**src/rtl/fault_latch_ctrl.sv**
```systemverilog
// rtl/fault_latch_ctrl.sv - sticky fault capture controller with first-fault record, event counter and irq
// Latches armed, masked fault bits until software clears them through a valid/ready request.
module fault_latch_ctrl #(
  parameter int WIDTH     = 32,
  parameter int TS_WIDTH  = 32,
  parameter int CNT_WIDTH = 16
) (
  input  logic                 clk,
  input  logic                 resetn,
  input  logic                 arm,
  input  logic [WIDTH-1:0]     fault_mask,
  input  logic [WIDTH-1:0]     irq_mask,
  input  logic [WIDTH-1:0]     din,
  input  logic                 clr_valid,
  input  logic [WIDTH-1:0]     clr_bits,
  input  logic                 clr_count,
  output logic                 clr_ready,
  output logic [WIDTH-1:0]     status,
  output logic [WIDTH-1:0]     first_fault,
  output logic [TS_WIDTH-1:0]  first_ts,
  output logic                 first_valid,
  output logic [CNT_WIDTH-1:0] event_count,
  output logic                 irq,
  output logic                 tripped
);

  typedef enum logic [1:0] {
    S_DISARMED = 2'd0,
    S_ARMED    = 2'd1,
    S_TRIPPED  = 2'd2,
    S_CLEARING = 2'd3
  } state_t;

  localparam logic [TS_WIDTH-1:0]  TS_ONE  = {{(TS_WIDTH-1){1'b0}}, 1'b1};
  localparam logic [CNT_WIDTH-1:0] CNT_ONE = {{(CNT_WIDTH-1){1'b0}}, 1'b1};
  localparam logic [CNT_WIDTH-1:0] CNT_MAX = {CNT_WIDTH{1'b1}};

  state_t              state;
  logic [TS_WIDTH-1:0] ts;
  logic [WIDTH-1:0]    sticky;
  logic [WIDTH-1:0]    live;
  logic [WIDTH-1:0]    new_bits;
  logic [WIDTH-1:0]    clear_applied;
  logic [WIDTH-1:0]    sticky_nxt;
  logic                accept;
  logic                count_clear;

  always_comb begin
    live          = din & fault_mask & {WIDTH{arm}};
    accept        = clr_valid & clr_ready;
    clear_applied = accept ? clr_bits : '0;
    count_clear   = accept & clr_count;
    // Set wins over clear: a bit that is live this cycle survives its own clear.
    sticky_nxt    = (sticky & ~clear_applied) | live;
    new_bits      = live & ~sticky;
    status        = sticky | live;
  end

  always_ff @(posedge clk or negedge resetn) begin
    if (!resetn) begin
      state       <= S_DISARMED;
      ts          <= '0;
      sticky      <= '0;
      irq         <= 1'b0;
      event_count <= '0;
      first_fault <= '0;
      first_ts    <= '0;
      first_valid <= 1'b0;
      clr_ready   <= 1'b0;
      tripped     <= 1'b0;
    end else begin
      ts     <= ts + TS_ONE;
      sticky <= sticky_nxt;
      irq    <= |(sticky & irq_mask);

      if (count_clear) begin
        event_count <= '0;
      end else if ((|new_bits) && (event_count != CNT_MAX)) begin
        event_count <= event_count + CNT_ONE;
      end

      // A record is taken only on the arming trip and never overwritten until software drops it.
      if (count_clear) begin
        first_fault <= '0;
        first_ts    <= '0;
        first_valid <= 1'b0;
      end else if (state == S_ARMED && arm && (|live) && !first_valid) begin
        first_fault <= live;
        first_ts    <= ts;
        first_valid <= 1'b1;
      end

      clr_ready <= 1'b1;
      case (state)
        S_DISARMED: begin
          tripped <= 1'b0;
          if (arm) state <= S_ARMED;
        end
        S_ARMED: begin
          if (!arm) begin
            state   <= S_DISARMED;
            tripped <= 1'b0;
          end else if (|live) begin
            state   <= S_TRIPPED;
            tripped <= 1'b1;
          end else begin
            tripped <= 1'b0;
          end
        end
        S_TRIPPED: begin
          if (!arm) begin
            state   <= S_DISARMED;
            tripped <= 1'b0;
          end else if (accept) begin
            state     <= S_CLEARING;
            tripped   <= 1'b1;
            clr_ready <= 1'b0;
          end else begin
            tripped <= 1'b1;
          end
        end
        S_CLEARING: begin
          if (|sticky_nxt) begin
            state   <= S_TRIPPED;
            tripped <= 1'b1;
          end else if (arm) begin
            state   <= S_ARMED;
            tripped <= 1'b0;
          end else begin
            state   <= S_DISARMED;
            tripped <= 1'b0;
          end
        end
        default: begin
          state   <= S_DISARMED;
          tripped <= 1'b0;
        end
      endcase
    end
  end

endmodule

```
**config.mk**
```make
export PLATFORM = sky130hd
export DESIGN_NAME = fault_latch_ctrl
export DESIGN_NICKNAME = d
export VERILOG_FILES = /design/src/rtl/fault_latch_ctrl.sv
export SDC_FILE = /design/constraint.sdc
export NUM_CORES = 1
export LEC_CHECK = 0
export BUFFER_PORTS_ARGS = -buffer_cell sky130_fd_sc_hd__buf_2
export CAP_MARGIN = 15
export CORE_MARGIN = 2
export CORE_UTILIZATION = 50
export CTS_CLUSTER_SIZE = 8
export DETAILED_ROUTE_END_ITERATION = 6
export PLACE_DENSITY_LB_ADDON = 0.08
export SLEW_MARGIN = 40
export SYNTH_ARGS = -nofsm -noshare
export SYNTH_HDL_FRONTEND = slang
export SYNTH_SLANG_ARGS = --single-unit
```
**constraint.sdc**
```tcl
create_clock -name clk -period 2.5 [get_ports clk]
set_clock_uncertainty 0.05 [all_clocks]
set_input_delay 0 -clock clk [delete_from_list [all_inputs] [get_ports clk]]
set_output_delay 0 -clock clk [all_outputs]
set_load 0.05 [all_outputs]
```
==> flow_metrics.env, run 1 <==
export IMPL_outcome="completed"
export IMPL_grt_max_degree=78
export IMPL_async_flop_share_pct=100
export IMPL_numCtsBuffers=17
export IMPL_switching_share_pct=39.4
export IMPL_multiInputGateArea_sq_um=3670
export IMPL_ys_ff_latch=150
export IMPL_drc_errors=0
export IMPL_die_area_sq_um=16400
export IMPL_crit_fanout=4
export IMPL_clock_sinks=150
export IMPL_ios=249
export IMPL_layout_nets=1330
export IMPL_yosys_warnings=0
export IMPL_rsz0062_at_grt="no"
export IMPL_synth_edf_count=0
export IMPL_dr_pass1_iters=5
export IMPL_ir_drop_mv=0.444
export IMPL_pwr_share_comb_pct=34.0
export IMPL_final_common_cell="buf_2"
export IMPL_end_kind="flop"
export IMPL_final_seq_area_sq_um=3750
export IMPL_path_delay_family="buffers and inverters"
export IMPL_min_period_ns=2.45
export IMPL_p_int_mw=4.94
export IMPL_path_cells="a22oi_1 -> dlygate4sd3_1 -> nand4_1 -> dlygate4sd3_1 -> or4_1"
export IMPL_hpwl_microns=20300
export IMPL_cts_setup_buffers=0
export IMPL_dieWidth_microns=128
export IMPL_maxCapViolCount=0
export IMPL_p_total_mw=8.15
export IMPL_layout_drive_gt1_share_pct=26.3
export IMPL_slew_headroom_pct=51.0
export IMPL_area_growth_syn_to_layout_pct=39.7
export IMPL_overflow=0
export IMPL_ys_flop_type="dfrtp_1"
export IMPL_slowest_delay_ns=0.58
export IMPL_start_util_pct=50.8
export IMPL_wirelength_microns=28900
export IMPL_layout_common_cells="buf_2, nand3_1, dfrtp_1, dlygate4sd3_1, nand2_1"
export IMPL_min_from="clr_count"
export IMPL_rows=45
export IMPL_vias=8527
export IMPL_worstHoldEndpoint="first_valid"
export IMPL_setup_violations=0
export IMPL_avgRoutedWirePerCell_microns=20.7
export IMPL_grt_pass1_wl_microns=44200
export IMPL_crit_path_frequent_cell="dlygate4sd3_1"
export IMPL_power_density_nw_per_um2=757
export IMPL_tns_ns=0
export IMPL_holdPathStages=3
export IMPL_syn_area_sq_um=7700
export IMPL_design_area_sq_um=10800
export IMPL_clk_pin_slew_ns=0.06
export IMPL_r2r_end="irq"
export IMPL_coreArea_sq_um=15100
export IMPL_postSynthCellCount=855
export IMPL_rr_worst_depth=5
export IMPL_hold_path_class="in -> reg"
export IMPL_min_period_over_period_pct=97.9
export IMPL_drt_iter0_drc=833
export IMPL_p_leak_nw=5.23
export IMPL_required_ns=2.75
export IMPL_clockBufferDepth=2
export IMPL_synth_nets=990
export IMPL_cts_htree_levels=4
export IMPL_clk_latency_ns=0.42
export IMPL_tritoncts="built"
export IMPL_finalHoldViolCount=0
export IMPL_place_congestion=0.982
export IMPL_arrival_ns=2.69
export IMPL_ys_seq_area_share_pct=48.8
export IMPL_final_max_slew_viol_count=0
export IMPL_cts_root_buf="clkbuf_16"
export IMPL_r2r_start="sticky[6]"
export IMPL_worst_pin_slew_ns=0.735
export IMPL_clockPowerShare_pct=29.9
export IMPL_placed_area_sq_um=9190
export IMPL_dieHeight_microns=128
export IMPL_startpoint_type="flop"
export IMPL_grt_use_total_pct=35.5
export IMPL_synthDistinctLibCells=52
export IMPL_reg2reg_slack_ns=0.05
export IMPL_antenna_found_initial=4
export IMPL_syn_avg_cell_area_sq_um=9.00
export IMPL_viasPerCell=6.10
export IMPL_critPathBufInv=2
export IMPL_n_fill_cell=1251
export IMPL_p_sw_mw=3.21
export IMPL_crit_type="reg -> reg"
export IMPL_crit_path_top_delay_cell="dlygate4sd3_1"
export IMPL_port_buffers=248
export IMPL_fmax_mhz=408
export IMPL_p_seq_share_pct=36.1
export IMPL_ant_nets=0
export IMPL_grt_pass1_vias=8070
[worst min-delay path, cell delays in order]
cell     delay [ns]
buf_2          0.10
nand3_1        0.19
o21a_1         0.15
[flip-flops by register name, summed over array words and instances, names as in the netlist, 2 cells and up]
name,cells
event_count,16
first_fault,32
first_ts,32
state,2
sticky,32
ts,32
[layer usage]
layer	vias to the layer above	track usage [%]	share of wire, %
met5	-	0	0.076
met4	4	17.8	4.4
met3	100	9.06	9.2
met2	479	55.2	47
met1	4124	46.3	39
li1	3820	-	-
[synthesized netlist by cell type, drive strengths merged (8+ instances only)]
cell type,count,area [sq um]
o21ai,66,334
or3,8,50.1
nand2,97,364
a22oi,17,128
nor2,17,63.8
xnor2,21,184
dfrtp,150,3750
buf,20,131
and3,22,138
nand2b,33,206
and4,8,70.1
xor2,10,87.6
clkbuf,34,128
a21o,8,60.1
inv,8,30.0
a21oi,81,405
nand4,26,163
nand3,154,776
nand4b,15,131
[cells by family after synthesis]
logic type                 after synthesis  share of synthesized area, %
AOI/OAI and AO/OA                      204                          15.8
DFF                                    150                          48.8
adders and majority gates                2                         0.325
xor gates and xnor gates                31                          3.53
and+or+nand+nor                        406                          27.9
buffers and inverters                   62                          3.75
[power by group through the flow]
stage	Clock [mW]	Sequential [mW]	Combinational [mW]
floorplan	0	3.45	1.20
global placement	0	2.97	2.52
detailed placement	0	2.97	2.52
CTS	2.46	2.93	2.74
global route	2.58	2.96	2.93
finish	2.44	2.94	2.77
[area by class of cell]
| cell class | count | share of cell area (%) |
|---|---|---|
| flip-flops and latches | 150 | 34.9 |
| multi-input cells | 643 | 34.1 |
| repair buffers | 375 | 23.3 |
| clock buffers | 20 | 4.25 |
| well taps | 188 | 2.19 |
| clock inverters | 11 | 0.942 |
| inverters | 8 | 0.279 |
| diodes | 3 | 0.0698 |
[worst max path at each step]
| stage | startpoint | end | cells past startpoint |
|---|---|---|---|
| finish | sticky[6] | irq | 5 |
| global route | sticky[6] | irq | 5 |
| CTS | sticky[7] | irq | 5 |
| detailed placement | arm | first_fault[28] | 9 |
| global placement | arm | first_fault[27] | 9 |
| floorplan | clr_ready | state[0] | 8 |
[repair_timing]
item	4_1_cts	5_1_grt
hold buffers	101	0
hold endpoints to repair	103	0
endpoints found under the setup margin	0	1
resized for setup	0	1
[stage by stage]
step | setup WS (ns) | instances | utilization, % | hold slack, ns
floorplan | 0.154 | 855 | - | -0.346
global placement | 0.265 | 1264 | 60.7 | -0.00613
detailed placement | 0.241 | 1264 | 60.7 | -0.0137
CTS | 0.0272 | 1396 | 71.0 | 0.00298
global route | 0.0287 | 1397 | 71.0 | 0.0301
finish | 0.0514 | 1398 | 71.0 | 0.0157
Note: power is estimated with default switching activity, not from simulation.
==> run 2, diff against run 1 <==
- CORE_MARGIN: 2 -> unset
- clock period: 2.5 -> 2.36 ns (I/O delays scaled with it)
==> flow_metrics.env, run 2 (same netlist as run 1, synthesis figures left out) <==
export IMPL_grt_use_total_pct=38.6
export IMPL_wirelength_microns=30800
export IMPL_overflow=0
export IMPL_slew_headroom_pct=52.6
export IMPL_outcome="finished with violations"
export IMPL_cts_root_buf="clkbuf_16"
export IMPL_start_util_pct=52.2
export IMPL_cts_htree_levels=4
export IMPL_coreArea_sq_um=14800
export IMPL_antenna_found_initial=3
export IMPL_final_common_cell="buf_2"
export IMPL_n_fill_cell=1107
export IMPL_fmax_mhz=439
export IMPL_fin_hold_ws_ns=-0.0176
export IMPL_dieHeight_microns=126
export IMPL_avgRoutedWirePerCell_microns=21.6
export IMPL_placed_area_sq_um=9410
export IMPL_crit_fanout=19
export IMPL_tns_ns=0
export IMPL_layout_nets=1366
export IMPL_grt_pass1_wl_microns=46900
export IMPL_p_total_mw=8.85
export IMPL_finalHoldViolCount=1
export IMPL_p_leak_nw=5.44
export IMPL_min_period_ns=2.28
export IMPL_layout_common_cells="buf_2, nand3_1, dfrtp_1, dlygate4sd3_1, nand2_1"
export IMPL_startpoint_type="flop"
export IMPL_ant_nets=0
export IMPL_ios=249
export IMPL_dieWidth_microns=126
export IMPL_tritoncts="built"
export IMPL_viasPerCell=6.23
export IMPL_die_area_sq_um=15900
export IMPL_min_period_over_period_pct=96.4
export IMPL_arrival_ns=2.53
export IMPL_drt_iter0_drc=966
export IMPL_grt_max_degree=78
export IMPL_crit_type="reg -> reg"
export IMPL_design_area_sq_um=11200
export IMPL_end_kind="flop"
export IMPL_area_growth_syn_to_layout_pct=45.0
export IMPL_clockBufferDepth=2
export IMPL_dr_pass1_iters=6
export IMPL_drc_errors=0
export IMPL_final_max_slew_viol_count=0
export IMPL_reg2reg_slack_ns=0.08
export IMPL_layout_drive_gt1_share_pct=27.9
export IMPL_clk_latency_ns=0.43
export IMPL_clock_sinks=150
export IMPL_violations="negative hold slack"
export IMPL_required_ns=2.61
export IMPL_ir_drop_mv=0.425
export IMPL_numCtsBuffers=17
export IMPL_dpl_cell_count=1283
export IMPL_hold_path_class="in -> reg"
export IMPL_setup_violations=0
export IMPL_clk_pin_slew_ns=0.06
export IMPL_grt_pass1_vias=8544
export IMPL_place_congestion=0.982
export IMPL_vias=8883
export IMPL_worst_pin_slew_ns=0.711
export IMPL_stdcell_count=1426
export IMPL_power_density_nw_per_um2=793
export IMPL_maxCapViolCount=0
export IMPL_rows=44
export IMPL_port_buffers=248
export IMPL_hpwl_microns=20700
-- run 2: worst max-delay path, cell delays in order, from the launching register on --
cell and delay (ns):
dfrtp_2 0.38, buf_12 0.17, nand3_1 0.11, nand2_1 0.14, nand4_1 0.25, nor4_4 0.40, buf_4 0.17, a41oi_2 0.18
a211o_1 0.29
-- run 2: timing repair --
item / in CTS / in global routing
setup buffers: 0 / 1
hold endpoints to repair: 107 / 1
setup endpoints to repair: 1 / 4
cloned: 0 / 1
pin swaps: 0 / 4
gates resized for setup: 2 / 7
hold buffers: 111 / 1
-- run 2: final cells by class --
cell class / count / area (sq um) / area share [%]
diodes: 1 / 2.50 / 0.0224
clock buffers: 21 / 470 / 4.22
clock inverters: 8 / 77.6 / 0.695
inverters: 8 / 30.0 / 0.269
multi-input cells: 643 / 3730 / 33.4
flip-flops and latches: 150 / 3750 / 33.7
well taps: 184 / 230 / 2.06
repair buffers: 411 / 2870 / 25.7
-- run 2: through the flow --
stage | worst slack (ns) | util [%]
after floorplan | 0.0136 | -
after global placement | -0.00391 | 63.8
after detailed placement | -0.0282 | 63.8
after CTS | 0.0719 | 75.1
after global routing | -0.00555 | 75.6
final | 0.0845 | 75.6
-- run 2: report_power, final --
part	leakage [nW]	internal (mW)	switching [mW]
Clock	0.267	1.51	1.04
Sequential	2.00	2.84	0.233
Combinational	3.18	1.03	2.20
-- run 2: path summary, 6_finish.rpt --
kind,start,cells past startpoint,endpoint
worst max-delay path,clr_ready,8,tripped
worst min-delay path,irq_mask[25],5,irq
worst max register to register,clr_ready,8,tripped
worst min register to register,ts[5],1,ts[5]
max in group asynchronous,resetn,3,ts[16]
min in group asynchronous,resetn,2,event_count[6]
-- run 2: routing by layer --
layer | part of all wire [%] | routed length (microns) | vias up | global-route usage (%)
li1 | - | - | 3894 | -
met1 | 38 | 11600 | 4211 | 47.7
met2 | 45 | 14000 | 603 | 60.4
met3 | 11 | 3340 | 171 | 11.4
met4 | 5.9 | 1830 | 4 | 22.3
met5 | 0.078 | 24 | - | 0
